[config.mk]
export PLATFORM = sky130hd
export DESIGN_NAME = tvip_axi_sample_delay_fifo
export DESIGN_NICKNAME = d
export VERILOG_FILES = /design/src/rtl/tvip_axi_sample_delay_fifo.sv
export SDC_FILE = /design/constraint.sdc
export NUM_CORES = 1
export LEC_CHECK = 0
export BUFFER_PORTS_ARGS = -buffer_cell sky130_fd_sc_hd__clkbuf_2
export CAP_MARGIN = 20
export CORE_MARGIN = 5
export CORE_UTILIZATION = 60
export DETAILED_ROUTE_END_ITERATION = 10
export PLACE_DENSITY = 0.86
export SETUP_SLACK_MARGIN = 0.15
export SLEW_MARGIN = 20
export SYNTH_ARGS = -nofsm -noshare
export SYNTH_HDL_FRONTEND = slang
export SYNTH_SLANG_ARGS = --single-unit
[constraint.sdc]
create_clock -name i_clk -period 9.3 [get_ports i_clk]
set_input_delay 0.465 -clock i_clk [delete_from_list [all_inputs] [get_ports i_clk]]
set_output_delay 0.465 -clock i_clk [all_outputs]
set_load 0.01 [all_outputs]
[src/rtl/tvip_axi_sample_delay_fifo.sv]
// Valid/ready delay element: holds each accepted beat for a programmable minimum latency,
// with optional LFSR-driven valid stalls and drain-then-bypass mode switching.
module tvip_axi_sample_delay_fifo #(
    parameter int          DATA_WIDTH = 32,
    parameter int          DEPTH      = 8,
    parameter int          MAX_DELAY  = 15,
    parameter logic [15:0] LFSR_SEED  = 16'hACE1
) (
    input  logic                              i_clk,
    input  logic                              i_rst,
    input  logic                              i_enable,
    input  logic [$clog2(MAX_DELAY+1)-1:0]    i_delay,
    input  logic [3:0]                        i_stall_threshold,
    input  logic                              i_valid,
    output logic                              o_ready,
    input  logic [DATA_WIDTH-1:0]             i_d,
    output logic                              o_valid,
    input  logic                              i_ready,
    output logic [DATA_WIDTH-1:0]             o_d,
    output logic [$clog2(DEPTH+1)-1:0]        o_count
);

    localparam int DLY_W = $clog2(MAX_DELAY + 1);
    localparam int CNT_W = $clog2(DEPTH + 1);
    localparam int PTR_W = $clog2(DEPTH);
    localparam logic [CNT_W-1:0] FULL_CNT  = CNT_W'(DEPTH);
    localparam logic [PTR_W-1:0] LAST_PTR  = PTR_W'(DEPTH - 1);
    localparam logic [DLY_W-1:0] DELAY_CAP = DLY_W'(MAX_DELAY);

    typedef enum logic [1:0] {
        ST_BYPASS = 2'd0,
        ST_DELAY  = 2'd1,
        ST_DRAIN  = 2'd2
    } state_t;

    state_t                 state_reg, state_next;
    logic [PTR_W-1:0]       wr_ptr_reg, wr_ptr_next;
    logic [PTR_W-1:0]       rd_ptr_reg, rd_ptr_next;
    logic [CNT_W-1:0]       count_reg, count_next;
    logic [15:0]            lfsr_reg, lfsr_next;
    logic                   presented_reg, presented_next;

    logic [DATA_WIDTH-1:0]  data_mem [DEPTH];
    logic [DLY_W-1:0]       cd_vec   [DEPTH];

    logic                   queue_mode;
    logic                   full;
    logic                   head_eligible;
    logic                   stall_hit;
    logic                   q_valid;
    logic                   push;
    logic                   pop;
    logic [DLY_W-1:0]       delay_load;

    // Pointer wrap that also works for non-power-of-two depths
    function automatic logic [PTR_W-1:0] ptr_inc(input logic [PTR_W-1:0] p);
        if (p == LAST_PTR)
            return '0;
        else
            return p + PTR_W'(1);
    endfunction

    assign queue_mode    = (state_reg != ST_BYPASS);
    assign full          = (count_reg == FULL_CNT);
    assign delay_load    = (i_delay > DELAY_CAP) ? DELAY_CAP : i_delay;
    assign head_eligible = (count_reg != '0) && (cd_vec[rd_ptr_reg] == '0);
    assign stall_hit     = (lfsr_reg[3:0] < i_stall_threshold);
    // A beat already presented is never withdrawn, whatever the LFSR says now
    assign q_valid       = queue_mode && head_eligible && (presented_reg || !stall_hit);

    assign push = (state_reg == ST_DELAY) && i_valid && !full;
    assign pop  = q_valid && i_ready;

    always_comb begin
        o_valid = 1'b0;
        o_ready = 1'b0;
        o_d     = i_d;
        if (!i_rst) begin
            if (queue_mode) begin
                o_valid = q_valid;
                o_ready = (state_reg == ST_DELAY) && !full;
                o_d     = data_mem[rd_ptr_reg];
            end else begin
                o_valid = i_valid;
                o_ready = i_ready;
                o_d     = i_d;
            end
        end
    end

    assign o_count = count_reg;

    always_comb begin
        count_next = count_reg;
        case ({push, pop})
            2'b10:   count_next = count_reg + CNT_W'(1);
            2'b01:   count_next = count_reg - CNT_W'(1);
            default: count_next = count_reg;
        endcase
        wr_ptr_next = push ? ptr_inc(wr_ptr_reg) : wr_ptr_reg;
        rd_ptr_next = pop  ? ptr_inc(rd_ptr_reg) : rd_ptr_reg;
    end

    always_comb begin
        presented_next = presented_reg;
        if (!queue_mode)
            presented_next = 1'b0;
        else if (pop)
            presented_next = 1'b0;
        else if (q_valid && !i_ready)
            presented_next = 1'b1;
    end

    // x^16 + x^14 + x^13 + x^11 + 1, Fibonacci form shifting right
    assign lfsr_next = {lfsr_reg[0] ^ lfsr_reg[2] ^ lfsr_reg[3] ^ lfsr_reg[5], lfsr_reg[15:1]};

    always_comb begin
        state_next = state_reg;
        case (state_reg)
            ST_BYPASS: begin
                if (i_enable)
                    state_next = ST_DELAY;
            end
            ST_DELAY: begin
                if (!i_enable)
                    state_next = (count_next == '0) ? ST_BYPASS : ST_DRAIN;
            end
            ST_DRAIN: begin
                if (i_enable)
                    state_next = ST_DELAY;
                else if (count_next == '0)
                    state_next = ST_BYPASS;
            end
            default: state_next = ST_BYPASS;
        endcase
    end

    always_ff @(posedge i_clk) begin
        if (i_rst) begin
            state_reg     <= ST_BYPASS;
            wr_ptr_reg    <= '0;
            rd_ptr_reg    <= '0;
            count_reg     <= '0;
            lfsr_reg      <= LFSR_SEED;
            presented_reg <= 1'b0;
        end else begin
            state_reg     <= state_next;
            wr_ptr_reg    <= wr_ptr_next;
            rd_ptr_reg    <= rd_ptr_next;
            count_reg     <= count_next;
            lfsr_reg      <= lfsr_next;
            presented_reg <= presented_next;
        end
    end

    always_ff @(posedge i_clk) begin
        if (push)
            data_mem[wr_ptr_reg] <= i_d;
    end

    // Countdowns run per physical slot, so every held beat ages regardless of its queue position
    genvar gi;
    generate
        for (gi = 0; gi < DEPTH; gi++) begin : g_slot
            logic [DLY_W-1:0] cd_reg;

            always_ff @(posedge i_clk) begin
                if (i_rst)
                    cd_reg <= '0;
                else if (push && (wr_ptr_reg == PTR_W'(gi)))
                    cd_reg <= delay_load;
                else if (cd_reg != '0)
                    cd_reg <= cd_reg - DLY_W'(1);
            end

            assign cd_vec[gi] = cd_reg;
        end
    endgenerate

endmodule

Yosys cells after proc, flatten, opt, wreduce, memory -nomap -nowiden:

Memories as Yosys holds them, arrays and structs flattened. A register that Yosys moved wholly into a read port is not among the register bits.
Cells that the tools add are included.

* input bits: 45
* RAM bits: 256
* bits in registers: 61
* memories kept: 1
* output and inout bits: 38

* bitwise gates (word level): 5
* add/sub/neg operators: 12
* order comparisons: 3
* mux-type cells: 39
* reduce and logical (&&, ||, !) cells: 44
* equality and inequality tests: 16

Memory list
* data_mem: words 8, bits a word 32, read ports 1, clocked after memory_dff 1, wr ports 1, line 43 `logic [DATA_WIDTH-1:0] data_mem [DEPTH];`

Operators by type and width (count)
* two-way mux 4 bit: 19
* two-way mux 32 bit: 2
* nonzero test 4 bit: 9
* subtractor 4 x 1 -> 4 bit, second input constant: 9
* nonzero test 2 bit: 9
* logical AND 1 bit: 16
* == test 3 bit, second input constant: 5
* binary-select mux 4 bit (select 3 bit): 1
* two-way mux 3 bit: 4
* two-way mux 2 bit: 5
* zero test 4 bit: 2
* case mux 4 bit (2 select lines): 1
* adder 3 x 1 -> 3 bit, second input constant: 2
* == test 3 x 2 -> 1 bit, second input constant: 2
* two-way mux 1 bit: 6
* case mux 2 bit (3 select lines): 1
* adder 4 x 1 -> 4 bit, second input constant: 1
* == test 2 x 1 -> 1 bit, second input constant: 2
* == test 2 bit, second input constant: 2
* == test 4 bit, second input constant: 1
* greater-or-equal comparator 4 bit, second input constant: 1
* greater-than comparator 4 bit, second input constant: 1
* < comparator 4 bit: 1
* != test 2 bit, second input constant: 2
* 11 further kinds: 15

Logic depth before layout (Yosys ltp):

Gate-level depths: netlist (run 1).

* depth after elaboration: 15
* gate-level depth with buffers: 15
* gate-level depth less buffers: 15

Least setup slack after synthesis (run 1):

No wires, ideal clock.

* kind: register -> register
* from: register count_reg[1] (netlist: o_count[1])
* to: memory data_mem[4][0], enable pin
* clock period less this slack: 4.078 ns
* stages on the path, launching flop included: 7
* setup slack: 5.222 ns
* data arrival time: 3.617 ns
* required time: 8.839 ns
* cell sequence: dfxtp_1 > buf_2 > nor4b_1 > nor3_2 > clkbuf_1 > nand2_1 > nor3_1

* word-level cells in the longest chain between the ends: 5

Ends and longest elaborated chain
* start: declaration: line 39 `logic [CNT_W-1:0] count_reg, count_next;`
* start signal: assignment: line 150 `count_reg <= count_next;`
* == test 4 bit: line 64 `assign full = (count_reg == FULL_CNT);`
* zero test 1 bit: line 71 `assign push = (state_reg == ST_DELAY) && i_valid && !full;`
* logical AND 1 bit: line 71
* two-way mux 1 bit: line 157 `if (push)`
* two-way mux 1 bit (implied by the code): line 158 `data_mem[wr_ptr_reg] <= i_d;`
* end: declaration: line 43

No other way between the ends.

Worst setup path in the final report (run 1):

* from: register count_reg[1] (netlist: o_count[1])
* to: register state_reg[1]

* word-level cells in the longest chain between the ends: 11

Ends and longest elaborated chain
* nonzero test 4 bit: line 66 `assign head_eligible = (count_reg != '0) && (cd_vec[rd_ptr_reg] == '0);`
* logical AND 1 bit: line 66
* logical AND 1 bit (2 in series): line 69 `assign q_valid = queue_mode && head_eligible && (presented_reg || !stall_hit);`
* logical AND 1 bit: line 72 `assign pop = q_valid && i_ready;`
* == test 2 x 1 -> 1 bit or == test 2 bit (tied branches): line 95 `case ({push, pop})`
* case mux 4 bit (2 select lines) (*): line 95
* zero test 4 bit (*): line 126, 131
* two-way mux 2 bit: line 126 `state_next = (count_next == '0) ? ST_BYPASS : ST_DRAIN;`
* two-way mux 2 bit: line 125 `if (!i_enable)`
* case mux 2 bit (3 select lines): line 119 `case (state_reg)`
* end signal: assignment: line 147 `state_reg <= state_next;`
* end: declaration: line 36 `state_t state_reg, state_next;`

Every way passes the cells marked *; elsewhere a longest branch is shown, timed or not. The select of a mux whose other input is x is not followed.
A chain may end at the register's enable or synchronous reset.

==> results of run 1 <==
==> logic make-up after synthesis <==
logic type	share of synthesized area [%]
AOI/OAI and AO/OA	3.98
xor gates and xnor gates	1.45
adders and majority gates	2.73
buffers and inverters	2.08
DFF	67.5
muxes	14.8
and+or+nand+nor	7.42
==> per-stage QoR <==
stage | worst slack, ns | power, uW | util (%)
after floorplan | 5.22 | 2060 | -
after global placement | 5.87 | 2150 | 64.3
after detailed placement | 5.74 | 2170 | 64.3
after CTS | 5.61 | 3330 | 68.6
after global routing | 5.59 | 3480 | 68.6
final | 5.94 | 3310 | 68.6
==> where the power goes <==
| group | leakage [uW] | total, uW | switching [uW] | internal (uW) |
|---|---|---|---|---|
| sequential | 0.00284 | 1670 | 55.9 | 1610 |
| clock | 0.000452 | 1160 | 502 | 662 |
| combinational | 0.00186 | 479 | 259 | 220 |
| total | 0.00514 | 3310 | 817 | 2500 |
==> routing by layer <==
metal | vias to the layer above | track usage [%]
met1 | 3665 | 28.6
li1 | 3419 | -
met4 | 0 | 6.06
met3 | 53 | 3.58
met2 | 307 | 36.2
met5 | - | 0
==> cells in the final DEF (no fill, tap or decap), types with 12 or more instances in the layout <==
cell type and count:
edfxtp_1 256, clkbuf_2 82, nand2_1 74, mux4_2 64, dfxtp_1 61, mux2i_1 53, nor2_1 50, o21ai_0 41
clkbuf_16 30, ha_1 29, inv_1 28, a21oi_1 25, nand3_1 19, xnor2_1 16, nor3_1 13, buf_4 12
==> worst max-delay path, cell delays in order (launching register included) <==
cell and delay, ns:
dfxtp_1 0.49, nor4b_1 0.16, nor3_2 0.72, inv_1 0.26
and2_1 0.28, nand2_1 0.09, xnor2_1 0.07, ha_1 0.18
a21oi_1 0.23, or3_1 0.17, mux2i_1 0.07, a2111o_1 0.42
a31oi_1 0.16
==> final cells by class <==
cell class / instances / area, sq um
multi-input combinational: 467 / 4100
clock inverter: 12 / 131
fill: 1381 / 6850
sequential: 320 / 8970
clock buffer: 39 / 805
tap: 280 / 350
inverter: 28 / 105
timing repair buffer: 95 / 512
==> worst min-delay path by stage <==
stage                    to  slack (ns)  cells past startpoint
6_report       state_reg[0]        0.18                      2
5_1_grt        state_reg[0]        0.16                      2
4_1_cts        state_reg[0]        0.16                      2
3_5_place_dp    lfsr_reg[6]        0.40                      1
3_3_place_gp   lfsr_reg[13]        0.40                      1
2_1_floorplan  lfsr_reg[10]        0.39                      1
==> metrics.txt, run 1 <==
ant diodes 0; register area share after synthesis 67.5%; worst-case reg-to-reg path depth 12; Lkg Pwr 0.00514 uW; crit path kind reg -> reg; Worst-path clk slew around 0.07 ns; critical path fanouts, max 16; # port buffers 82; Core Footprint approximately 22,000 sq um; Clock Latency Late Sink 0.56 ns; DR vias approximately 7,400; worst r2r dst state_reg[1]; FF-to-FF Start o_count[1]; Yosys warning count 0; CTS tree built; prevailing post-synth register cell edfxtp_1; fin crit period 3.36 ns; vias in the first global route 7,708; Post-CTS Resized 0; metal3 WL 2000 um; DRT iter0 DRCs 608; clock skew 0.0214 ns; Yosys top cell area share 57.9%; Tightest Hold Check Type in -> reg; final setup fails 0; antenna violations before repair 0; Slew @ Worst Pin 0.932 ns; clock buffer depth 3; worst setup path end state_reg[1]; Critical Path RT 9.78 ns; H-Tree Depth 1; 1st-pass router iterations 5; critical path capture point type flop; Mapped Nets about 930; hold_buf cts 0; sum of negative setup slack 0 ns; Hold Path Origin i_enable; Seq cells post-synth 320; CP startpoint o_count[1]; startpoint types flop; die height 159 um; Hold Worst Slack 0.177 ns; synthesized area per cell approximately 16 sq um; Top Layer Used met4; top cell type by total area after synthesis edfxtp_1; # rows 54; status finished, final reports clean; nets 1,016; DIE AREA 25,200 sq um; largest net degree at the start of global routing 66; Final Hold Viols 0; Final Max Tran Viols 0; Max-Cap Viols 0; vias per inst roughly 6.0; WP data arrival 3.84 ns; grt total ovfl 0; RSZ-0062 raised after global routing false; Largest register FFs 256; Achievable Freq between 0.2 and 0.3 GHz; clock net sink count 320; relative slew slack 37.9%; Routed WL 27,100 um; hpwl dp 14,800 um; Starting Density 60.9%; layout cells sized above 1 23.1%; Global Route Usage Sum 21.2%; root buf cell clkbuf_16; Layout Cells excl Fill roughly 1,200; area grow syn2layout 12.7%; Routed WL per cell between 20 and 25 um; fin area about 15,000 sq um; global-route wire length before repair ~43,000 um; I/O pins 83; Die W 159 um; post-CTS setup buffers 0; placed inst area 14,000 sq um; Num CTS Buffers 30; mapped cell area 13,300 sq um; async set-or-reset flop fraction in the synthesized netlist 0%; EDFF count, synth 256; placed cells 1,190; Power Dens Cells 221 nW/um^2; gp weighted congestion 0.815; antenna-violating nets left 0; wire length on met1 ~11,000 um; setup slack, reg-to-reg approximately 6 ns; fin crit share 36.2%; Post-synth top cells 256 x edfxtp_1, 74 x nand2_1, 64 x dfxtp_1, 64 x mux4_2, 56 x nor2_1; met2 WL between 10,000 and 15,000 um; synth unique cells between 40 and 50; largest cells by area after synthesis edfxtp_1 58%, mux4_2 11%, dfxtp_1 9.6%; DRC errors left 0; Post-Syn Instances 857; maximum vdd drop 200 uV; most frequent cell after synthesis edfxtp_1
Note: power is estimated with default switching activity, not from simulation.
==> inputs of run 2 (changes only) <==
Clock period 9.3 ns to 3.3 ns, I/O delays scaled along.
==> run 2 against run 1 <==
Clock power increased to 3.0 times the previous value. Die area unchanged. Core utilization rose by 2.4 points. Sequential power rose to 2.8 times the previous value. Sequential cell count stayed put. Cell count grew 3.9%. Hold slack worse by 0.15 ns. Clock skew shrank 0.0068 ns. Sequential share of layout area down 2.0 points. Critical path type unchanged. Maximum frequency rose by 14%. Global-route usage up 0.95 points.
==> metrics.txt, run 2 (same netlist as run 1, synthesis figures left out) <==
Slew @ Worst Pin 0.886 ns (was 0.932 ns); post-layout util 71.1% (was 68.6%); # port buffers 82 (unchanged); H-Tree Depth 1 (unchanged); CP max-delay cell nor3_1 (was nor3_2); Die W 159 um (unchanged); Num CTS Buffers 31 (was 30); CTS tree built (unchanged); startpoint types flop (unchanged); Clock Latency Late Sink 0.57 ns (was 0.56 ns); Max-Cap Viols 0 (unchanged); register area 8980 sq um (was 8970 sq um); Achievable Freq 0.338 GHz (was 0.297 GHz); placed cells 1,198 (was 1,190); Critical Path RT 3.78 ns (was 9.78 ns); critical path cell sequence nor3_1 > a31oi_1 > and3_1 > nor3_4 > nand2_1 > inv_1 > ha_2 > nand2b_1 > nor4_1 > a311oi_1 > xor2_1 > a31oi_1 (was nor4b_1 > nor3_2 > inv_1 > and2_1 > nand2_1 > xnor2_1 > ha_1 > a21oi_1 > or3_1 > mux2i_1 > a2111o_1 > a31oi_1); Hold Path Origin i_delay[2] (was i_enable); vias per inst 6.03 (was 6.00); Most common cell on crit path a31oi_1; fin crit period 2.96 ns (was 3.36 ns); clock buffer depth 3 (unchanged); Overall Power 9540 uW (was 3310 uW); FF-to-FF Start g_slot[2].cd_reg[0] (was o_count[1]); DRT iter0 DRCs 622 (was 608); sum of negative setup slack 0 ns (unchanged); CP max stage delay 0.41 ns (was 0.72 ns); family with the most delay on the worst path simple AND/OR/NAND/NOR gates (unchanged); layout cells sized above 1 23.8% (was 23.1%); clock skew 0.0146 ns (was 0.0214 ns); Routed WL per cell 22.2 um (was 21.8 um); Core Footprint 21,800 sq um (unchanged); Hold Worst Slack 0.0268 ns (was 0.177 ns); status finished, final reports clean (unchanged); critical path capture point type flop (unchanged); Final Max Tran Viols 0 (unchanged); DIE AREA 25,200 sq um (unchanged); clock net sink count 320 (unchanged); Tightest Hold Check Type in -> reg (unchanged); fill count 1,335 (was 1,381); Worst-path clk slew 0.06 ns (was 0.07 ns); I/O pins 83 (unchanged); area grow syn2layout 16.7% (was 12.7%); area of the multi-input gates 4130 sq um (was 4100 sq um); fin crit share 89.8% (was 36.2%); final setup fails 0 (unchanged); Largest register FFs 256 (unchanged); RSZ-0062 raised after global routing false (unchanged); WP data arrival 3.44 ns (was 3.84 ns); crit path kind reg -> reg (unchanged); gp weighted congestion 0.828 (was 0.815); antenna-violating nets left 0 (unchanged); commonest non-fill, non-tap cell in the layout edfxtp_1 (unchanged); DRC errors left 0 (unchanged); CP startpoint g_slot[2].cd_reg[0] (was o_count[1]); ant diodes 0 (unchanged); relative slew slack 40.7% (was 37.9%); nets 1,060 (was 1,016); Power Dens Cells 615 nW/um^2 (was 221 nW/um^2); Layout Cells excl Fill 1,290 (was 1,241); root buf cell clkbuf_16 (unchanged); antenna violations before repair 2 (was 0); DR vias 7,776 (was 7,444); Starting Density 60.9% (unchanged); Routed WL 28,600 um (was 27,100 um); most frequent cells in the layout 256 x edfxtp_1, 82 x clkbuf_2, 74 x nand2_1 (unchanged); hpwl dp 16,100 um (was 14,800 um); maximum vdd drop 449 uV (was 200 uV); vias in the first global route 8,005 (was 7,708); critical path fanouts, max 9 (was 16); crit path buf inv count 1 (unchanged); grt total ovfl 0 (unchanged); die height 159 um (unchanged); largest net degree at the start of global routing 66 (unchanged); # rows 54 (unchanged); Global Route Usage Sum 22.2% (was 21.2%); global-route wire length before repair 44,700 um (was 42,700 um); Final Hold Viols 0 (unchanged); 1st-pass router iterations 5 (unchanged); Lkg Pwr 0.00537 uW (was 0.00514 uW)
==> run 2: cell types whose count changed in the layout (fill, tap and decap cells not counted), moves of 2 or more <==
cell,delta
dlygate4sd3_1,+34
buf_4,+7
buf_12,+3
clkinv_1,+3
clkinv_2,+2
dfxtp_1,-2
dfxtp_2,+2
nor3_2,-2
nor3_4,+2
==> run 2: per-stage QoR <==
step,area [sq um],setup WS (ns)
global placement,14100,0.297
finish,15500,0.338
global route,15500,0.165
detailed placement,14100,0.188
CTS,15500,0.189
floorplan,13300,0.0776
==> run 2: final timing paths <==
path	to	slack, ns	cells past startpoint
min	g_slot[0].cd_reg[2]	0.03	3
max reg2reg	state_reg[1]	0.34	12
max	state_reg[1]	0.34	12
min reg2reg	lfsr_reg[7]	0.41	1
==> run 2: power breakdown <==
part           internal [uW]  total, uW  switching, uW
Combinational            649       1390            741
Sequential              4550       4710            159
Clock                   1990       3440           1450
Total                   7180       9540           2350
==> run 2: layout make-up <==
cell class	instances	share of cell area, %
timing repair buffer	138	6.15
clock inverter	18	1.14
clock buffer	39	5.26
multi-input combinational	467	26.6
inverter	28	0.678
sequential	320	57.9
tap	280	2.26
==> run 2: layer usage <==
layer	up-vias	routed length (um)	global-route usage, %	part of all wire [%]
li1	3513	-	-	-
met1	3894	11300	29.5	40
met2	304	14500	37.5	51
met3	61	2030	4.54	7.1
met4	4	714	6.53	2.5
met5	-	14	0	0.049
==> run 2: worst min-delay path, cell delays in order <==
cell	delay, ns
clkbuf_2	0.19
nand3_1	0.12
a21oi_1	0.06
==> run 2: timing repair <==
item                                    4_1_cts  5_1_grt
resized for setup                             0        6
setup buffers                                 0        1
endpoints found under the hold margin       263        0
endpoints found under the setup margin        0        3
hold buffers                                 34        0
==> inputs of run 3 (changes only) <==
Settings changed: CORE_UTILIZATION 60 to 50, PLACE_DENSITY 0.86 to 0.75.
==> run 3 against run 2 <==
Count of clock-buffer cells in the layout rose by 6. Register-to-register slack lost 0.06 ns. Setup slack worse by 0.060 ns. Core utilization fell by 11 points. Cell count up 5.0%. Clock skew is 0.0020 ns lower. Clock power fell by 8.7%. Routed wire length decreased by 6.1%. Critical path type unchanged. Largest power group unchanged.
==> metrics.txt, run 3 (same netlist as run 1, synthesis figures left out) <==
status finished, final reports clean (unchanged); 1st-pass router iterations 5 (unchanged); Overall Power 9220 uW (was 9540 uW); gp weighted congestion 0.792 (was 0.828); global-route wire length before repair 42,700 um (was 44,700 um); grt total ovfl 0 (unchanged); # rows 59 (was 54); DRT iter0 DRCs 742 (was 622); Power Dens Cells 591 nW/um^2 (was 615 nW/um^2); fin crit period 3.02 ns (was 2.96 ns); commonest non-fill, non-tap cell in the layout edfxtp_1 (unchanged); clock net sink count 320 (unchanged); Die W 173 um (was 159 um); WP data arrival 3.46 ns (was 3.44 ns); Clock Latency Late Sink 0.56 ns (was 0.57 ns); vias in the first global route 7,775 (was 8,005); fill count 1,934 (was 1,335); sum of negative setup slack 0 ns (unchanged); clock skew 0.0126 ns (was 0.0146 ns); Comb pwr share 15.0% (was 14.6%); Layout Cells excl Fill 1,354 (was 1,290); Tightest Hold Check Type in -> reg (unchanged); CTS tree built (unchanged); clock buffer depth 3 (unchanged); Int Power 6930 uW (was 7180 uW); Sw Ratio 24.8% (was 24.7%); DIE AREA 29,900 sq um (was 25,200 sq um); Routed WL per cell 19.9 um (was 22.2 um); relative slew slack 44.6% (was 40.7%); area grow syn2layout 17.3% (was 16.7%); placed cells 1,259 (was 1,198); Final Hold Viols 0 (unchanged); most frequent cells in the layout 256 x edfxtp_1, 82 x clkbuf_2, 73 x nand2_1 (was 256 x edfxtp_1, 82 x clkbuf_2, 74 x nand2_1); Global Route Usage Sum 17.8% (was 22.2%); placed inst area 14,300 sq um (was 14,100 sq um); Routed WL 26,900 um (was 28,600 um); layout cells sized above 1 24.8% (was 23.8%); fin crit share 91.6% (was 89.8%); largest net degree at the start of global routing 66 (unchanged); clock power share 34.0% (was 36.1%); Critical Path RT 3.74 ns (was 3.78 ns); Slew @ Worst Pin 0.828 ns (was 0.886 ns); root buf cell clkbuf_16 (unchanged); H-Tree Depth 1 (unchanged); die height 173 um (was 159 um); hpwl dp 16,200 um (was 16,100 um); vias per inst 5.65 (was 6.03); critical path capture point type flop (unchanged); # port buffers 82 (unchanged); antenna-violating nets left 0 (unchanged); Num CTS Buffers 31 (unchanged); Core Footprint 26,100 sq um (was 21,800 sq um); Worst-path clk slew 0.06 ns (about the same); Max-Cap Viols 0 (unchanged); Achievable Freq 0.331 GHz (was 0.338 GHz); antenna violations before repair 1 (was 2); Largest register FFs 256 (unchanged); fin area 15,600 sq um (was 15,500 sq um); startpoint types flop (unchanged); switching pwr 2280 uW (was 2350 uW); maximum vdd drop 490 uV (was 449 uV); Final Max Tran Viols 0 (unchanged); Starting Density 50.8% (was 60.9%); Lkg Pwr 0.00538 uW (was 0.00537 uW); crit path kind reg -> reg (unchanged); nets 1,070 (was 1,060); I/O pins 83 (unchanged); critical path fanouts, max 5 (was 9); final setup fails 0 (unchanged); DRC errors left 0 (unchanged); DR vias 7,649 (was 7,776); Seq pwr share 51.0% (was 49.3%); RSZ-0062 raised after global routing false (unchanged)
-- run 3: changes by cell type in the layout (fill, tap and decap cells not counted), moves of 2 or more --
cell,delta
buf_4,+9
bufinv_16,-3
clkbuf_1,+7
clkinv_1,-3
clkinv_2,-2
dfxtp_1,-2
dfxtp_2,+2
-- run 3: area by class of cell --
cell class | count | area, sq um | area share (%)
clock inverters | 10 | 61.3 | 0.393
inverters | 28 | 105 | 0.674
well taps | 335 | 419 | 2.69
flip-flops and latches | 320 | 8980 | 57.6
diodes | 1 | 2.50 | 0.0161
multi-input cells | 467 | 4160 | 26.7
clock buffers | 45 | 828 | 5.31
repair buffers | 148 | 1030 | 6.62
-- run 3: layer usage --
layer	global-route usage (%)	part of all wire, %	vias up
li1	-	-	3551
met1	24.3	43	3826
met2	29.8	50	224
met5	0	0	-
met3	3.36	5.7	48
met4	4.62	2.3	0
-- run 3: final timing paths --
check | startpoint | endpoint | slack (ns) | cells after the start
setup reg to reg | lfsr_reg[3] | state_reg[1] | 0.28 | 16
hold reg to reg | lfsr_reg[14] | lfsr_reg[13] | 0.41 | 1
hold / removal | i_delay[3] | g_slot[6].cd_reg[3] | 0.03 | 3
setup / recovery | lfsr_reg[3] | state_reg[1] | 0.28 | 16
-- run 3: power by group through the flow --
stage | Sequential [uW] | Combinational (uW) | Clock [uW]
floorplan | 4750 | 1050 | 0
CTS | 4700 | 1380 | 3210
global route | 4720 | 1570 | 3390
finish | 4700 | 1380 | 3140
detailed placement | 4780 | 1330 | 0
global placement | 4770 | 1300 | 0
-- run 3: what timing repair did --
item,in CTS,in global routing
hold buffers,34,0
endpoints found under the setup margin,0,3
buffers inserted,0,5
endpoints found under the hold margin,259,0
gates resized for setup,0,15
-- run 3: worst max-delay path: stages, from the launching register on --
cell      delay [ns]
dfxtp_1         0.33
ha_1            0.27
nor3_1          0.04
nor3_1          0.20
o41ai_2         0.11
buf_4           0.16
nor3_4          0.23
buf_6           0.15
nand2_2         0.05
inv_1           0.06
ha_2            0.22
nand4b_1        0.15
nand2b_1        0.15
a21oi_1         0.10
a311oi_2        0.33
xor2_1          0.23
a31oi_1         0.11
-- run 3: through the flow --
stage               hold slack (ns)  worst slack [ns]  utilization, %
CTS                          0.0102             0.155            59.3
detailed placement            0.394             0.185            54.6
finish                       0.0262             0.278            59.7
global placement              0.396             0.248            54.6
global route                 0.0306            0.0767            59.7
floorplan                     0.264            0.0776               -
